--- src/rtl/apb_evt_pkg.sv ---
// Shared definitions for the APB event writer.
//   state_e         : requester FSM encoding (IDLE / SETUP / ACCESS)
//   DEF_BASE_ADDR   : default address of channel 0
//   DEF_ADDR_STRIDE : default address step between consecutive channels
package apb_evt_pkg;

   typedef enum logic [1:0] {
      IDLE   = 2'b00,
      SETUP  = 2'b01,
      ACCESS = 2'b10
   } state_e;

   localparam logic [31:0] DEF_BASE_ADDR   = 32'hCAFE_0000;
   localparam logic [31:0] DEF_ADDR_STRIDE = 32'h0001_0000;

endpackage

--- src/rtl/apb_event_writer_rr_arbiter.sv ---
// Combinational round-robin arbiter.
//   req_i     : request vector, one bit per requester
//   ptr_i     : index where the search starts (highest priority)
//   gnt_oh_o  : one-hot grant
//   gnt_idx_o : index of the granted requester
//   valid_o   : at least one request present
module rr_arbiter #(
   parameter int unsigned N     = 3,
   parameter int unsigned IDX_W = (N > 1) ? $clog2(N) : 1
) (
   input  logic [N-1:0]     req_i,
   input  logic [IDX_W-1:0] ptr_i,
   output logic [N-1:0]     gnt_oh_o,
   output logic [IDX_W-1:0] gnt_idx_o,
   output logic             valid_o
);

   logic             found;
   logic [IDX_W-1:0] sel;
   int unsigned      idx;

   // NOTE: every variable gets a default at the top of always_comb so no path
   // leaves it unassigned, which is what would otherwise infer a latch.
   always_comb begin
      gnt_oh_o  = '0;
      gnt_idx_o = '0;
      found     = 1'b0;
      sel       = '0;
      idx       = 0;
      // Walk the requesters starting at the pointer, wrapping past N-1.
      for (int off = 0; off < N; off++) begin
         idx = (int'(ptr_i) + off) % N;
         sel = IDX_W'(idx);
         if (!found && req_i[sel]) begin
            found          = 1'b1;
            gnt_idx_o      = sel;
            gnt_oh_o[sel]  = 1'b1;
         end
      end
   end

   assign valid_o = |req_i;

endmodule

--- src/rtl/apb_event_writer.sv ---
// APB event writer: counts per-channel event pulses in saturating counters and
// reports them as APB writes, one channel per transfer, in round-robin order.
//   clk, reset    : clock, asynchronous active-low reset
//   event_i       : one-cycle event pulses, one bit per channel
//   apb_*         : APB requester signals (PREADY wait states supported)
//   busy_o        : a transfer is in flight or events are still pending
//   ovf_o         : sticky per-channel flag, set when an event hit a full counter
import apb_evt_pkg::*;

module apb_event_writer #(
   parameter int unsigned       NUM_CH      = 3,
   parameter int unsigned       CNT_W       = 4,
   parameter int unsigned       ADDR_W      = 32,
   parameter int unsigned       DATA_W      = 32,
   parameter logic [ADDR_W-1:0] BASE_ADDR   = ADDR_W'(DEF_BASE_ADDR),
   parameter logic [ADDR_W-1:0] ADDR_STRIDE = ADDR_W'(DEF_ADDR_STRIDE)
) (
   input  logic              clk,
   input  logic              reset,
   input  logic [NUM_CH-1:0] event_i,
   output logic              apb_psel_o,
   output logic              apb_penable_o,
   output logic              apb_pwrite_o,
   output logic [ADDR_W-1:0] apb_paddr_o,
   output logic [DATA_W-1:0] apb_pwdata_o,
   input  logic              apb_pready_i,
   output logic              busy_o,
   output logic [NUM_CH-1:0] ovf_o
);

   localparam int unsigned      IDX_W   = (NUM_CH > 1) ? $clog2(NUM_CH) : 1;
   localparam logic [CNT_W-1:0] CNT_MAX = '1;

   state_e              state_q, state_d;
   logic [CNT_W-1:0]    cnt_q [NUM_CH];
   logic [CNT_W-1:0]    cnt_d [NUM_CH];
   logic [NUM_CH-1:0]   ovf_q, ovf_d;
   logic [IDX_W-1:0]    rr_q, rr_d;
   logic [ADDR_W-1:0]   paddr_q, paddr_d;
   logic [DATA_W-1:0]   pwdata_q, pwdata_d;

   logic [NUM_CH-1:0]   req;
   logic [NUM_CH-1:0]   gnt_oh;
   logic [IDX_W-1:0]    gnt_idx;
   logic                gnt_valid;
   logic                grant_en;

   always_comb begin
      for (int i = 0; i < NUM_CH; i++) req[i] = (cnt_q[i] != '0);
   end

   rr_arbiter #(.N(NUM_CH), .IDX_W(IDX_W)) u_arb (
      .req_i     (req),
      .ptr_i     (rr_q),
      .gnt_oh_o  (gnt_oh),
      .gnt_idx_o (gnt_idx),
      .valid_o   (gnt_valid)
   );

   // A grant is taken on every edge that enters SETUP: from IDLE, or straight
   // out of a completing ACCESS so back-to-back writes have no IDLE gap.
   assign grant_en = gnt_valid &&
                     ((state_q == IDLE) || ((state_q == ACCESS) && apb_pready_i));

   // ---------------- FSM: state register ----------------
   // NOTE: sequential state uses non-blocking assignments only, so every flop
   // samples pre-edge values regardless of block ordering.
   always_ff @(posedge clk or negedge reset) begin
      if (!reset) state_q <= IDLE;
      else        state_q <= state_d;
   end

   // ---------------- FSM: next state ----------------
   always_comb begin
      state_d = state_q;
      unique case (state_q)
         IDLE:    if (gnt_valid) state_d = SETUP;
         SETUP:   state_d = ACCESS;
         ACCESS:  if (apb_pready_i) state_d = gnt_valid ? SETUP : IDLE;
         default: state_d = IDLE;
      endcase
   end

   // ---------------- FSM: outputs ----------------
   always_comb begin
      apb_psel_o    = (state_q != IDLE);
      apb_penable_o = (state_q == ACCESS);
      apb_pwrite_o  = (state_q != IDLE);
   end

   // ---------------- counters and overflow flags ----------------
   always_comb begin
      cnt_d = cnt_q;
      ovf_d = ovf_q;
      for (int i = 0; i < NUM_CH; i++) begin
         if (grant_en && gnt_oh[i]) begin
            // The granted count is being reported; a same-edge event restarts at 1.
            cnt_d[i] = CNT_W'(event_i[i]);
         end else if (event_i[i]) begin
            if (cnt_q[i] == CNT_MAX) ovf_d[i] = 1'b1;
            else                     cnt_d[i] = cnt_q[i] + CNT_W'(1);
         end
      end
   end

   // ---------------- grant datapath ----------------
   always_comb begin
      paddr_d  = paddr_q;
      pwdata_d = pwdata_q;
      rr_d     = rr_q;
      if (grant_en) begin
         paddr_d  = BASE_ADDR + ADDR_W'(gnt_idx) * ADDR_STRIDE;
         pwdata_d = DATA_W'(cnt_q[gnt_idx]);
         rr_d     = (gnt_idx == IDX_W'(NUM_CH - 1)) ? '0 : gnt_idx + IDX_W'(1);
      end
   end

   // NOTE: the counter array is reset alongside the scalar flops because the
   // pending counts must start at zero; it is a register file, not a RAM.
   always_ff @(posedge clk or negedge reset) begin
      if (!reset) begin
         for (int i = 0; i < NUM_CH; i++) cnt_q[i] <= '0;
         ovf_q    <= '0;
         rr_q     <= '0;
         paddr_q  <= '0;
         pwdata_q <= '0;
      end else begin
         cnt_q    <= cnt_d;
         ovf_q    <= ovf_d;
         rr_q     <= rr_d;
         paddr_q  <= paddr_d;
         pwdata_q <= pwdata_d;
      end
   end

   assign apb_paddr_o  = paddr_q;
   assign apb_pwdata_o = pwdata_q;
   assign ovf_o        = ovf_q;
   assign busy_o       = (state_q != IDLE) | gnt_valid;

endmodule

--- config.mk ---
export PLATFORM = sky130hd
export DESIGN_NAME = apb_event_writer
export DESIGN_NICKNAME = d
export VERILOG_FILES = /design/src/rtl/apb_evt_pkg.sv /design/src/rtl/apb_event_writer_rr_arbiter.sv /design/src/rtl/apb_event_writer.sv
export SDC_FILE = /design/constraint.sdc
export NUM_CORES = 1
export LEC_CHECK = 0
export CELL_PAD_IN_SITES_DETAIL_PLACEMENT = 2
export CELL_PAD_IN_SITES_GLOBAL_PLACEMENT = 2
export CORE_MARGIN = 2
export CORE_UTILIZATION = 24
export DETAILED_ROUTE_END_ITERATION = 8
export PLACE_DENSITY_LB_ADDON = 0.1
export SYNTH_ARGS = -nofsm -noshare
export SYNTH_HDL_FRONTEND = slang
export SYNTH_SLANG_ARGS = --single-unit
--- constraint.sdc ---
create_clock -name clk -period 2.4 [get_ports clk]
set_input_delay 0.72 -clock clk [delete_from_list [all_inputs] [get_ports clk]]
set_output_delay 0.72 -clock clk [all_outputs]
set_load 0.01 [all_outputs]
; ---- Yosys cells after proc, flatten, opt, wreduce, memory -nomap -nowiden
; Cells that the tools add are included.
[word_totals]
ff_bits = 55
in_bits = 6
output_inout_bits = 71
[op_classes]
add_sub_neg = 7
div = 3
magnitude_cmp = 7
n_eq_ne = 11
mux = 37
bitwise_logic = 7
n_reduce_logical = 29
[ops]
columns = cell, count
row1 = 32-bit by 2-bit remainder unit with 32-bit output (second input constant), 2
row2 = 4-bit 2-to-1 mux, 11
row3 = 31-bit by 19-bit adder with 32-bit output (first input constant), 1
row4 = 2-bit by 2-bit remainder unit with 32-bit output (second input constant), 1
row5 = 4-bit by 1-bit adder with 4-bit output (second input constant), 3
row6 = 4-bit == test (second input constant), 3
row7 = 2-bit 2-to-1 mux, 6
row8 = 4-bit nonzero test, 3
row9 = 1-bit logical AND, 10
row10 = 2-bit by 3-bit less-than comparator with 1-bit output (second input constant), 3
row11 = 1-bit 2-to-1 mux, 9
row12 = 3-bit 2-to-1 mux, 3
row13 = 3-bit AND reduction, 3
row14 = 4-bit binary-select mux with 2-bit select, 1
row15 = 2-bit inequality test (second input constant), 4
row16 = 2-bit AND reduction, 4
row17 = 2-bit nonzero test, 4
row18 = 1-bit binary-select mux with 2-bit select, 3
row19 = 1-bit demux with 2-bit select, 3
row20 = 2-bit by 1-bit greater-or-equal comparator with 1-bit output (second input constant), 3
row21 = 3-bit bitwise OR, 2
row22 = 2-bit case mux with 3 select lines, 1
row23 = 2-bit == test (second input constant), 2
row24 = 2-bit by 1-bit adder with 3-bit output (second input constant), 1
row25 = other kinds (12), 15

; ---- Longest topological paths before layout
; Gate-level depths: netlist of run 1.
[logic_depth]
ltp_word = 14
ltp_mapped = 8
mapped_depth_nobuf = 8

; ---- By module
; From an unflattened synthesis of run 1, not the netlist that was laid out.
[unflattened]
hier_cells = 242
hier_area_um2 = 2119.5
[modules_own_cells]
columns = module, n_inst, cells_each, area_each_um2, seq_area_each_um2
row1 = apb_event_writer, 1, 203, 1846.8, 675.6
row2 = rr_arbiter, 1, 39, 272.8, 0.0

; ---- Least setup slack after synthesis of run 1
; OpenSTA, ideal clock, no wires.
[synth_timing]
path_type = register to register
startpoint = register rr_q[0]
endpoint = register cnt_q[8] in the netlist's numbering
setup_ns = 0.139
arrival_time_ns = 2.152
setup_slack_ns = 0.109
path_stages_with_launch = 9
path_buffers = 1
period_less_slack_ns = 2.291
path_cell_list = dfrtp_1 inv_1 ha_1 clkbuf_1 or3b_2 nor4_1 a221oi_1 a31oi_2 o221ai_1
[synth_between]
elab_chain_len = 13
word_cells_on_any_way = 42
classes_between = add/sub (2) / div (3) / order compare (6) / eq/ne (1) / mux (18) / bitwise (2) / reduce/logical (10)
[synth_rtl]
columns = element, line_no
row1 = start: declaration, apb_event_writer.sv:38  ; logic [IDX_W-1:0] rr_q, rr_d;
row2 = start signal: assignment, apb_event_writer.sv:130  ; rr_q <= rr_d;
row3 = 2-bit by 1-bit adder with 3-bit output or 2-bit by 2-bit remainder unit with 32-bit output (tied branches), apb_event_writer_rr_arbiter.sv:32  ; idx = (int'(ptr_i) + off) % N;
row4 = "32-bit by 2-bit remainder unit with 32-bit output, or another cell as far along", apb_event_writer_rr_arbiter.sv:32
row5 = "2-bit by 3-bit less-than comparator with 1-bit output (not written as such), or another cell as far along", apb_event_writer_rr_arbiter.sv:37  ; gnt_oh_o[sel] = 1'b1;
row6 = "1-bit logical AND (not written as such), or another cell as far along", apb_event_writer_rr_arbiter.sv:37
row7 = "1-bit 2-to-1 mux (not written as such), or another cell as far along", apb_event_writer_rr_arbiter.sv:37
row8 = "1-bit demux with 2-bit select, or another cell as far along", -
row9 = 3-bit bitwise OR (no line) or 1-bit 2-to-1 mux (tied branches), -
row10 = 3-bit 2-to-1 mux or 1-bit zero test (tied branches), apb_event_writer_rr_arbiter.sv:34  ; if (!found && req_i[sel]) begin
row11 = 3-bit bitwise OR (no line) or 1-bit logical AND (tied branches), -
row12 = 3-bit 2-to-1 mux *, apb_event_writer_rr_arbiter.sv:34
row13 = 1-bit logical AND *, apb_event_writer.sv:96  ; if (grant_en && gnt_oh[i]) begin
row14 = 2-bit inequality test (no line) or 2-bit nonzero test (tied branches), -
row15 = 2-bit AND reduction (no line), -
row16 = end signal: assignment, apb_event_writer.sv:128  ; cnt_q <= cnt_d;
row17 = end: declaration, apb_event_writer.sv:35  ; logic [CNT_W-1:0] cnt_q [NUM_CH];
; Every way passes the cells marked *; elsewhere a longest branch is shown, timed or not. The select of a mux whose other input is x is not followed.
; A chain may end at the register's enable or synchronous reset.

; ---- Final worst setup path of run 1
[layout_timing]
startpoint = register cnt_q[4] in the netlist's numbering
endpoint = register cnt_q[8] in the netlist's numbering
[layout_between]
elab_chain_len = 13
word_cells_on_any_way = 25
classes_between = eq/ne (1) / mux (12) / bitwise (2) / reduce/logical (10)
[layout_rtl]
columns = element, line_no
row1 = 4-bit nonzero test *, apb_event_writer.sv:49  ; for (int i = 0; i < NUM_CH; i++) req[i] = (cnt_q[i] != '0);
row2 = 1-bit binary-select mux with 2-bit select, apb_event_writer_rr_arbiter.sv:34
row3 = 1-bit 2-to-1 mux (not written as such), apb_event_writer_rr_arbiter.sv:34
row4 = 1-bit 2-to-1 mux, apb_event_writer_rr_arbiter.sv:34
row5 = 1-bit zero test, apb_event_writer_rr_arbiter.sv:34
row6 = 1-bit logical AND, apb_event_writer_rr_arbiter.sv:34
row7 = 1-bit 2-to-1 mux, apb_event_writer_rr_arbiter.sv:34
row8 = 1-bit zero test, apb_event_writer_rr_arbiter.sv:34
row9 = 1-bit logical AND, apb_event_writer_rr_arbiter.sv:34
row10 = 3-bit 2-to-1 mux, apb_event_writer_rr_arbiter.sv:34
row11 = 1-bit logical AND *, apb_event_writer.sv:96
row12 = 2-bit inequality test (no line) or 2-bit nonzero test (tied branches), -
row13 = 2-bit AND reduction (no line), -
; Marked as above.

==> results of run 1 <==
==> per-layer routing <==
metal	track usage [%]	routed length, um	vias to the layer above	part of all wire [%]
met4	2.529	76	0	1.2
met1	15.99	2853	878	45
met3	1.811	196	6	3.1
met5	0	0	-	0
li1	-	-	845	-
met2	22.87	3164	44	50
==> worst max-delay path, cell delays in order, from the launching register on <==
cell and delay, ps:
dfrtp_1 370, inv_1 60, ha_1 210, nor3b_4 160
buf_4 150, buf_4 140, buf_4 150, nor3_1 220
o221ai_1 200, a31oi_2 350, o221ai_1 140
==> layout make-up <==
| type | instances | area [um2] |
|---|---|---|
| clock buffer | 3 | 41.29 |
| multi-input combinational | 185 | 1242 |
| sequential | 27 | 675.6 |
| timing repair buffer | 65 | 576.8 |
| tap | 108 | 135.1 |
| clock inverter | 1 | 7.507 |
| fill | 1008 | 6082 |
| inverter | 12 | 45.04 |
==> sequential cells by signal, summed over array words and instances (netlist names) <==
signal	count
state_q	2
rr_q	2
ovf_o	3
apb_pwdata_o	4
cnt_q	12
apb_paddr_o	4
==> report_power, final <==
group	switching (mW)	total, mW	internal (mW)	leakage [nW]
clock network	0.171	0.289	0.118	0.0217
registers	0.165	0.807	0.641	0.336
logic	1.32	2.54	1.23	0.856
==> timing repair <==
item                       CTS  global route
resized for setup            6            12
setup buffers                1             1
setup endpoints to repair    2            13
pin swaps                    0             3
==> synthesized netlist by cell type, types with 2 or more instances <==
cell type and count:
buf_4 57, dfrtp_1 27, nand2_1 21, nand3_1 13, inv_1 11, nor2_1 11
ha_1 10, mux2i_1 7, o211ai_1 7, clkbuf_1 6, a21oi_1 4, nand4_1 4
nor3_1 4, a21oi_2 3, buf_2 3, nor2b_1 3, nor3b_2 3, o21ai_0 3
o21bai_1 3, o221ai_1 3, o31ai_1 3, xnor2_1 3, a21o_1 2, a221oi_1 2
buf_6 2, nand2b_1 2, o211a_1 2, or2_2 2, or3b_2 2, xor2_1 2
==> placed cells by master (no fill, tap or decap), drive strengths merged, types with 2 or more instances in the layout <==
| cell type | synthesis | routed |
|---|---|---|
| a2111oi | 2 | 2 |
| xnor2 | 3 | 3 |
| nor3 | 4 | 4 |
| or3b | 3 | 3 |
| o21bai | 3 | 3 |
| o221ai | 3 | 3 |
| xor2 | 2 | 2 |
| o211a | 2 | 2 |
| a21oi | 7 | 7 |
| nor2 | 11 | 11 |
| nand4 | 4 | 4 |
| clkdlybuf4s50 | 0 | 28 |
| buf | 62 | 36 |
| mux2i | 7 | 7 |
| dfrtp | 27 | 27 |
| o211ai | 7 | 7 |
| inv | 12 | 12 |
| nor2b | 3 | 3 |
| nand2 | 21 | 21 |
| o21ai | 3 | 3 |
| or2 | 2 | 2 |
| o31ai | 3 | 3 |
| nor3b | 3 | 3 |
| a221oi | 2 | 2 |
| conb | 1 | 47 |
| nand3 | 13 | 13 |
| nand2b | 2 | 2 |
| clkbuf | 6 | 3 |
| a21o | 2 | 2 |
| a31oi | 2 | 2 |
| ha | 10 | 10 |
==> through the flow <==
stage	hold slack (ps)	area, um2
final	489.2	2724
after global routing	514.9	2724
after CTS	501.9	2663
after detailed placement	466.9	2585
after global placement	462.7	2585
after floorplan	424.4	2380
==> logic make-up after synthesis <==
group           count (synthesis)  synth area share, %
other cells                     1               0.1699
xor+xnor                        5                1.984
mux                             8                3.685
compound gates                 39                14.46
flops                          27                30.61
buf+inv                        80                24.15
simple gates                   75                18.82
fa+ha+maj                      11                6.122
==> worst paths after layout <==
kind | to | from
worst max-delay path | cnt_q[8] | cnt_q[4]
worst min-delay path | ovf_o[1] | ovf_o[1]
worst max register to register | cnt_q[8] | cnt_q[4]
worst min register to register | ovf_o[1] | ovf_o[1]
max in group asynchronous | apb_pwdata_o[3] | reset
min in group asynchronous | ovf_o[2] | reset
==> metrics.yaml, run 1 <==
layout:
  post-route-util_pct: 30.93
  antennaDiodeCount: 0
  layout-drive-gt1-share_pct: 22.18
  syn2layout_area_growth_pct: 23.41
  layout.cells.non_filler: 401
  layout.nets: 310
timing:
  worst_slack_ps: 114.3
  rsz0062_at_grt: "yes"
  final_max_slew_viol_count: 0
  final-hold-violation-count: 0
  max_freq_ghz: 0.4375
  fin_crit_ps: 2286
  fin_crit_sh_pct: 95.24
  setup_violations: 0
  finClkSkew_ps: 12.52
  fin_setup_tns_ps: 0
critical_path:
  crit_fanout: 6
  end_kind: "flip-flop"
  critical_path_class: "reg2reg"
  critPathArrivalTime_ps: 2440
  worstRegToRegCells: 10
  cp_data_required_time_ps: 2550
  ff2ff_setup_slack_ps: 110
  crit_path_start_kind: "flip-flop"
global_route:
  grt_pass1_vias: 1858
  grt-ovfl-total: 0
  grt_start_max_net_pins: 28
  groute.usage.overall_pct: 12.62
  antenna_found_initial: 0
  grt_pass1_wl_mm: 9.922
synth:
  ys_seq_area_share_pct: 30.61
  ys.flop_type: "dfrtp_1"
  synth_seq_cells: 27
  synthCells: 246
  async_flop_share_pct: 100.0
  netlist_area_um2: 2207
  synth-edff-count: 0
  synth_cell_type_count: 51
  synthTopCellsByArea: "dfrtp_1, buf_4, ha_1"
  synth.yosys.warnings: 0
  yosysTopAreaCell: "dfrtp_1"
  avgSynthCellArea_um2: 8.972
  synth_top_cell_area_share_pct: 30.61
placed_design:
  dpl.cell_count: 395
  place_ws_ps: -29.22
  hpwl_mm: 5.068
  gp_congestion: 0.8295
  portBuffers: 29
drt:
  drt_first_iter_violations: 42
  dr.pass1.iters: 4
  vias: 1773
  drc: 0
  wl_per_cell_um: 15.69
  totalWireLength_mm: 6.290
  vias_per_cell: 4.421
  ant_nets: 0
cts:
  clk_latency_ps: 290
  clk_pin_slew_ps: 120
  ctsHoldBuffers: 0
  root_buffer: "clkbuf_8"
  numClockSinks: 27
  cts_buffers: 3
  cts_tree: "yes"
  cts_buffer_depth: 2
  cts-htree-levels: 1
die:
  chipHeight_um: 99.90
  start_util_pct: 25.06
  core-area_um2: 8806
  num_rows: 34
  die-width_um: 99.90
  dieArea_um2: 9979
  ios: 77
job:
  cap_violations: 0
power:
  finalPower_mw: 3.638
  ir_worst_vdd_uv: 285.7
  power.density_nw_per_um2: 1336
  p_leak_nw: 1.214
hold_path:
  holdPathStages: 1
  hold_path_class: "reg2reg"
status:
  outcome: "complete, no violations"
Note: power is estimated with default switching activity, not from simulation.
==> inputs of run 2 (changes only) <==
- CELL_PAD_IN_SITES_DETAIL_PLACEMENT: 2 -> 0
- CELL_PAD_IN_SITES_GLOBAL_PLACEMENT: 2 -> 1
- CORE_UTILIZATION: 24 -> 30
- GPL_ROUTABILITY_DRIVEN: default -> 0
==> run 2 against run 1 <==
Effect of this change:
- non-clock buffer count is the same
- cell count shrank 2.2%
- combinational power shrank 6%
- first-iteration DRC count grew to 3.1 times the previous value
- register-to-register slack is essentially flat
- die area shrank 19%
- maximum frequency grew 0.55%
- worst setup slack gained 12 ps
- sequential share of layout area grew 0.63 points
- core utilization grew 6.1 points
- worst hold slack lost 12 ps
- critical endpoint is now cnt_q[6]
- largest cell class unchanged
==> metrics.yaml, run 2 (synthesized netlist as in run 1, its figures left out) <==
timing:
  fin_crit_sh_pct: 94.72
  worst_slack_ps: 126.7
  max_freq_ghz: 0.4399
  finClkSkew_ps: 2.746
  tightest_slew_ps: 564.2
  fin_crit_ps: 2273
  relSlewSlack_pct: 62.39
  setup_violations: 0
  final-hold-violation-count: 0
  fin_setup_tns_ps: 0
  final_max_slew_viol_count: 0
  rsz0062_at_grt: "no"
die:
  die-width_um: 89.78
  chipHeight_um: 89.78
  dieArea_um2: 8060
  start_util_pct: 30.76
  ios: 77
  num_rows: 31
  core-area_um2: 7176
global_route:
  antenna_found_initial: 0
  groute.usage.overall_pct: 13.01
  grt_pass1_vias: 1603
  grt-ovfl-total: 0
  grt_pass1_wl_mm: 8.459
  grt_start_max_net_pins: 28
layout:
  layout_commonest_cell: "conb_1"
  largest_register_ffs: 12
  layout.cells.non_filler: 392
  top_register: "cnt_q"
  final_cell_mix: "conb_1, buf_4, clkdlybuf4s50_1"
  layout.nets: 310
  syn2layout_area_growth_pct: 20.35
  layout-drive-gt1-share_pct: 19.80
  antennaDiodeCount: 0
  post-route-util_pct: 37.02
cts:
  cts_buffers: 3
  clk_latency_ps: 280
  cts-htree-levels: 1
  root_buffer: "clkbuf_8"
  clk_pin_slew_ps: 100
  ctsHoldBuffers: 0
  cts_buffer_depth: 2
  cts_tree: "yes"
  numClockSinks: 27
drt:
  totalWireLength_mm: 5.181
  dr.pass1.iters: 6
  vias: 1726
  drt_first_iter_violations: 129
  wl_per_cell_um: 13.22
  drc: 0
  vias_per_cell: 4.403
  ant_nets: 0
placed_design:
  portBuffers: 29
  dpl.cell_count: 386
  place_ws_ps: -59.09
  hpwl_mm: 4.090
critical_path:
  crit_fanout: 13
  critPathArrivalTime_ps: 2470
  end_kind: "flip-flop"
  cp_data_required_time_ps: 2600
  crit_path_start_kind: "flip-flop"
  critical_path_class: "reg2reg"
power:
  power.density_nw_per_um2: 1294
  ir_worst_vdd_uv: 288.7
  p_leak_nw: 1.209
job:
  cap_violations: 0
hold_path:
  hold_path_class: "reg2reg"
status:
  outcome: "complete, no violations"
## run 2: cell types whose count changed in the layout (fill, tap and decap cells not counted), moves of 2 or more
| cell | delta |
|---|---|
| buf_4 | +2 |
| o31ai_1 | +2 |
| a221oi_1 | +2 |
| o31ai_2 | -2 |
| a221oi_2 | -2 |
## run 2: repair_timing
| action | 4_1_cts | 5_1_grt |
|---|---|---|
| buffers inserted | 1 | 1 |
| gates cloned | 0 | 0 |
| setup endpoints to repair | 1 | 5 |
| resized for setup | 4 | 6 |
| pin swaps | 0 | 2 |
## run 2: routing by layer
metal  vias to the layer above  track usage, %  share of wire (%)
li1                        837               -                  -
met1                       810           16.52                 43
met2                        68           22.03                 48
met3                        11           3.018                6.3
met4                         0           3.974                2.0
met5                         -               0                  0
## run 2: through the flow
step	area, um2	total power, mW	hold WS, ps
4_1_cts	2631	3.448	488.4
6_report	2656	3.438	477.6
5_1_grt	2656	3.747	522.9
3_5_place_dp	2561	3.101	463.1
3_3_place_gp	2561	3.112	460.6
2_1_floorplan	2380	2.205	424.4
## run 2: worst max-delay path, cell delays in order (launching register included)
cell and delay, ps:
dfrtp_1 390, buf_4 140, ha_1 220, buf_4 190
or2_2 300, a221oi_1 510, a21oi_2 90, buf_4 170
nor3_1 170
## run 2: layout make-up
class | instances | area (um2)
clock buffer | 4 | 45.04
sequential | 27 | 675.6
tap | 99 | 123.9
multi-input combinational | 185 | 1206
inverter | 12 | 45.04
timing repair buffer | 65 | 560.5
fill | 761 | 4519
## run 2: worst paths after layout
kind	end	slack, ps	from	depth (start not counted)
max in group asynchronous	apb_pwdata_o[2]	1310	reset	2
hold reg to reg	apb_paddr_o[24]	480	apb_paddr_o[24]	2
hold / removal	apb_paddr_o[24]	480	apb_paddr_o[24]	2
min in group asynchronous	ovf_o[2]	810	reset	2
setup / recovery	cnt_q[6]	130	rr_q[0]	8
setup reg to reg	cnt_q[6]	130	rr_q[0]	8
## run 2: power by group
group | total, mW | switching (mW) | leakage (nW) | internal [mW]
Clock | 0.270 | 0.150 | 0.0228 | 0.119
Sequential | 0.784 | 0.143 | 0.336 | 0.642
Combinational | 2.38 | 1.22 | 0.850 | 1.16
==> inputs of run 3 (changes only) <==
- ABC_AREA: default -> 1
- CORE_UTILIZATION: 30 -> 29
==> run 3 against run 2 <==
Effect of this change:
- power rose by 12%
- combinational power increased by 18%
- synthesized area shrank 1.2%
- core utilization down 2.1 points
- critical path depth decreased by 2
- worst hold slack worse by 28 ps
- first-iteration DRC count shrank 47%
- sequential share of layout area rose by 1.3 points
- sequential cell count is the same
==> metrics.yaml, run 3 <==
status:
  outcome: "complete, no violations"
layout:
  layout.nets: 332
  largest_register_ffs: 12
  top_register: "cnt_q"
  finalInstanceArea_um2: 2530
  multi_input_area_um2: 1125
  antennaDiodeCount: 0
  layout_commonest_cell: "nand2_1"
  layout-drive-gt1-share_pct: 20.32
  nFillCells: 796
  seqCellArea_um2: 675.6
  final_cell_mix: "nand2_1, conb_1, clkdlybuf4s50_1"
  syn2layout_area_growth_pct: 16.07
cts:
  ctsHoldBuffers: 0
  numClockSinks: 27
  cts_buffers: 3
  clk_latency_ps: 280
  cts_buffer_depth: 2
  cts-htree-levels: 1
  cts_tree: "yes"
  root_buffer: "clkbuf_8"
  clk_pin_slew_ps: 100
critical_path:
  endpoint: "busy_o"
  crit_chain: "inv_1, ha_4, nand2_1, nor3_2, nand3_1, clkdlybuf4s15_1"
  end_kind: "output port"
  worstRegToRegCells: 14
  crit_fanout: 3
  critPathArrivalTime_ps: 1590
  critical_path_class: "reg2out"
  cp_slowest_cell: "dfrtp_1"
  crit_path_start_kind: "flip-flop"
  cpPeakStageDelay_ps: 390
  rr_startpoint: "rr_q[1]"
  r2r_end: "apb_paddr_o[24]"
  cp_data_required_time_ps: 1680
  critPathLaunch: "cnt_q[8]"
  ff2ff_setup_slack_ps: 370
global_route:
  groute.usage.overall_pct: 10.94
  grt_pass1_vias: 1552
  grt_start_max_net_pins: 28
  antenna_found_initial: 0
  grt-ovfl-total: 0
  grt_pass1_wl_mm: 7.293
job:
  cap_violations: 0
synth:
  synthTopCellsByArea: "dfrtp_1, buf_4, nand2_1"
  synthCells: 276
  ys.flop_type: "dfrtp_1"
  netlist_area_um2: 2180
  synthTopCellsByCount: "buf_4, nand2_1, dfrtp_1, nand3_1, inv_1"
  yosysMostFrequentCell: "buf_4"
  synth_cell_type_count: 30
  ys_seq_area_share_pct: 31.00
  async_flop_share_pct: 100.0
  synth_seq_cells: 27
  yosysTopAreaCell: "dfrtp_1"
  synth_top_cell_area_share_pct: 31.00
  synth-edff-count: 0
  synth.yosys.warnings: 0
  avgSynthCellArea_um2: 7.897
timing:
  fin_crit_ps: 2311
  finClkSkew_ps: 1.850
  max_freq_ghz: 0.4327
  fin_crit_sh_pct: 96.30
  setup_violations: 0
  fin_setup_tns_ps: 0
  final-hold-violation-count: 0
  final_max_slew_viol_count: 0
die:
  chipHeight_um: 90.70
  num_rows: 31
  start_util_pct: 30.05
  die-width_um: 90.70
  ios: 77
  core-area_um2: 7253
  dieArea_um2: 8226
drt:
  totalWireLength_mm: 4.504
  dr.pass1.iters: 4
  ant_nets: 0
  drt_first_iter_violations: 68
  drc: 0
  vias_per_cell: 4.068
  wl_per_cell_um: 10.88
  vias: 1684
hold_path:
  hold_path_class: "reg2reg"
power:
  p_leak_nw: 1.264
  power.density_nw_per_um2: 1528
  ir_worst_vdd_uv: 508.7
placed_design:
  portBuffers: 29
  post_dp_cell_area_um2: 2446
  hpwl_mm: 3.571
==> run 3: cell types whose count changed after synthesis, sizes merged, moves of 4 or more <==
| cell | before | now |
|---|---|---|
| mux2i | 7 | 0 |
| nand2 | 21 | 63 |
| inv | 12 | 33 |
| o211ai | 7 | 1 |
| buf | 62 | 58 |
| clkbuf | 6 | 0 |
| nand3 | 13 | 34 |
| a21oi | 7 | 13 |
| nor2 | 11 | 16 |
==> run 3: final cells by class <==
class                      count  share of cell area, %
multi-input combinational    204                  44.46
sequential                    27                  26.71
timing repair buffer          47                  16.82
inverter                      33                  5.193
tap                           99                  4.896
clock buffer                   3                  1.632
clock inverter                 1                 0.2967
==> run 3: per-layer routing <==
layer	wire length, um	GRT usage (%)	part of all wire, %
met5	0	0	0
met4	55	3.590	1.2
met3	181	1.586	4.0
met2	2149	17.66	48
met1	2118	14.96	47
==> run 3: logic make-up after synthesis <==
family	synth area share [%]
buffers and inverters	25.89
adder cells (fa/ha/maj)	5.741
flip-flops	31.00
XOR/XNOR	2.009
other	0.1721
AND/OR/NAND/NOR	28.47
AO/OA/AOI/OAI	6.716
==> run 3: worst min path at each step <==
| stage | from | to | slack [ps] | depth (start not counted) |
|---|---|---|---|---|
| 6_report | state_q[1] | state_q[1] | 450 | 1 |
| 3_3_place_gp | state_q[1] | state_q[1] | 440 | 1 |
| 4_1_cts | state_q[1] | state_q[1] | 450 | 1 |
| 5_1_grt | state_q[1] | state_q[1] | 470 | 1 |
| 3_5_place_dp | state_q[1] | state_q[1] | 440 | 1 |
| 2_1_floorplan | reset | apb_paddr_o[16] | 420 | 0 |
==> run 3: timing repair <==
action / CTS / global route
setup endpoints to repair: 1 / 1
pin swaps: 0 / 2
resized for setup: 2 / 2
buffers inserted: 3 / 0
==> run 3: report_power, final <==
| group | switching, mW | internal, mW | total, mW |
|---|---|---|---|
| sequential | 0.133 | 0.652 | 0.785 |
| clock | 0.161 | 0.118 | 0.279 |
| combinational | 1.67 | 1.13 | 2.80 |
==> run 3: worst max-delay path, delay by kind of cell (launching register included) <==
family,cells,cell delay [ps]
buffers and inverters,2,370
AND/OR/NAND/NOR,3,400
flip-flops,1,390
adder cells (fa/ha/maj),1,160
==> run 3: per-stage QoR <==
stage	worst slack, ps	total power, mW	instances	hold WS, ps	utilization [%]
finish	88.69	3.867	414	449.2	34.88
global placement	142.4	3.667	407	437.0	33.72
floorplan	605.2	2.829	322	419.9	-
CTS	30.73	3.923	414	452.5	34.72
detailed placement	114.9	3.636	407	437.3	33.72
global route	-6.322	4.294	414	472.9	34.88
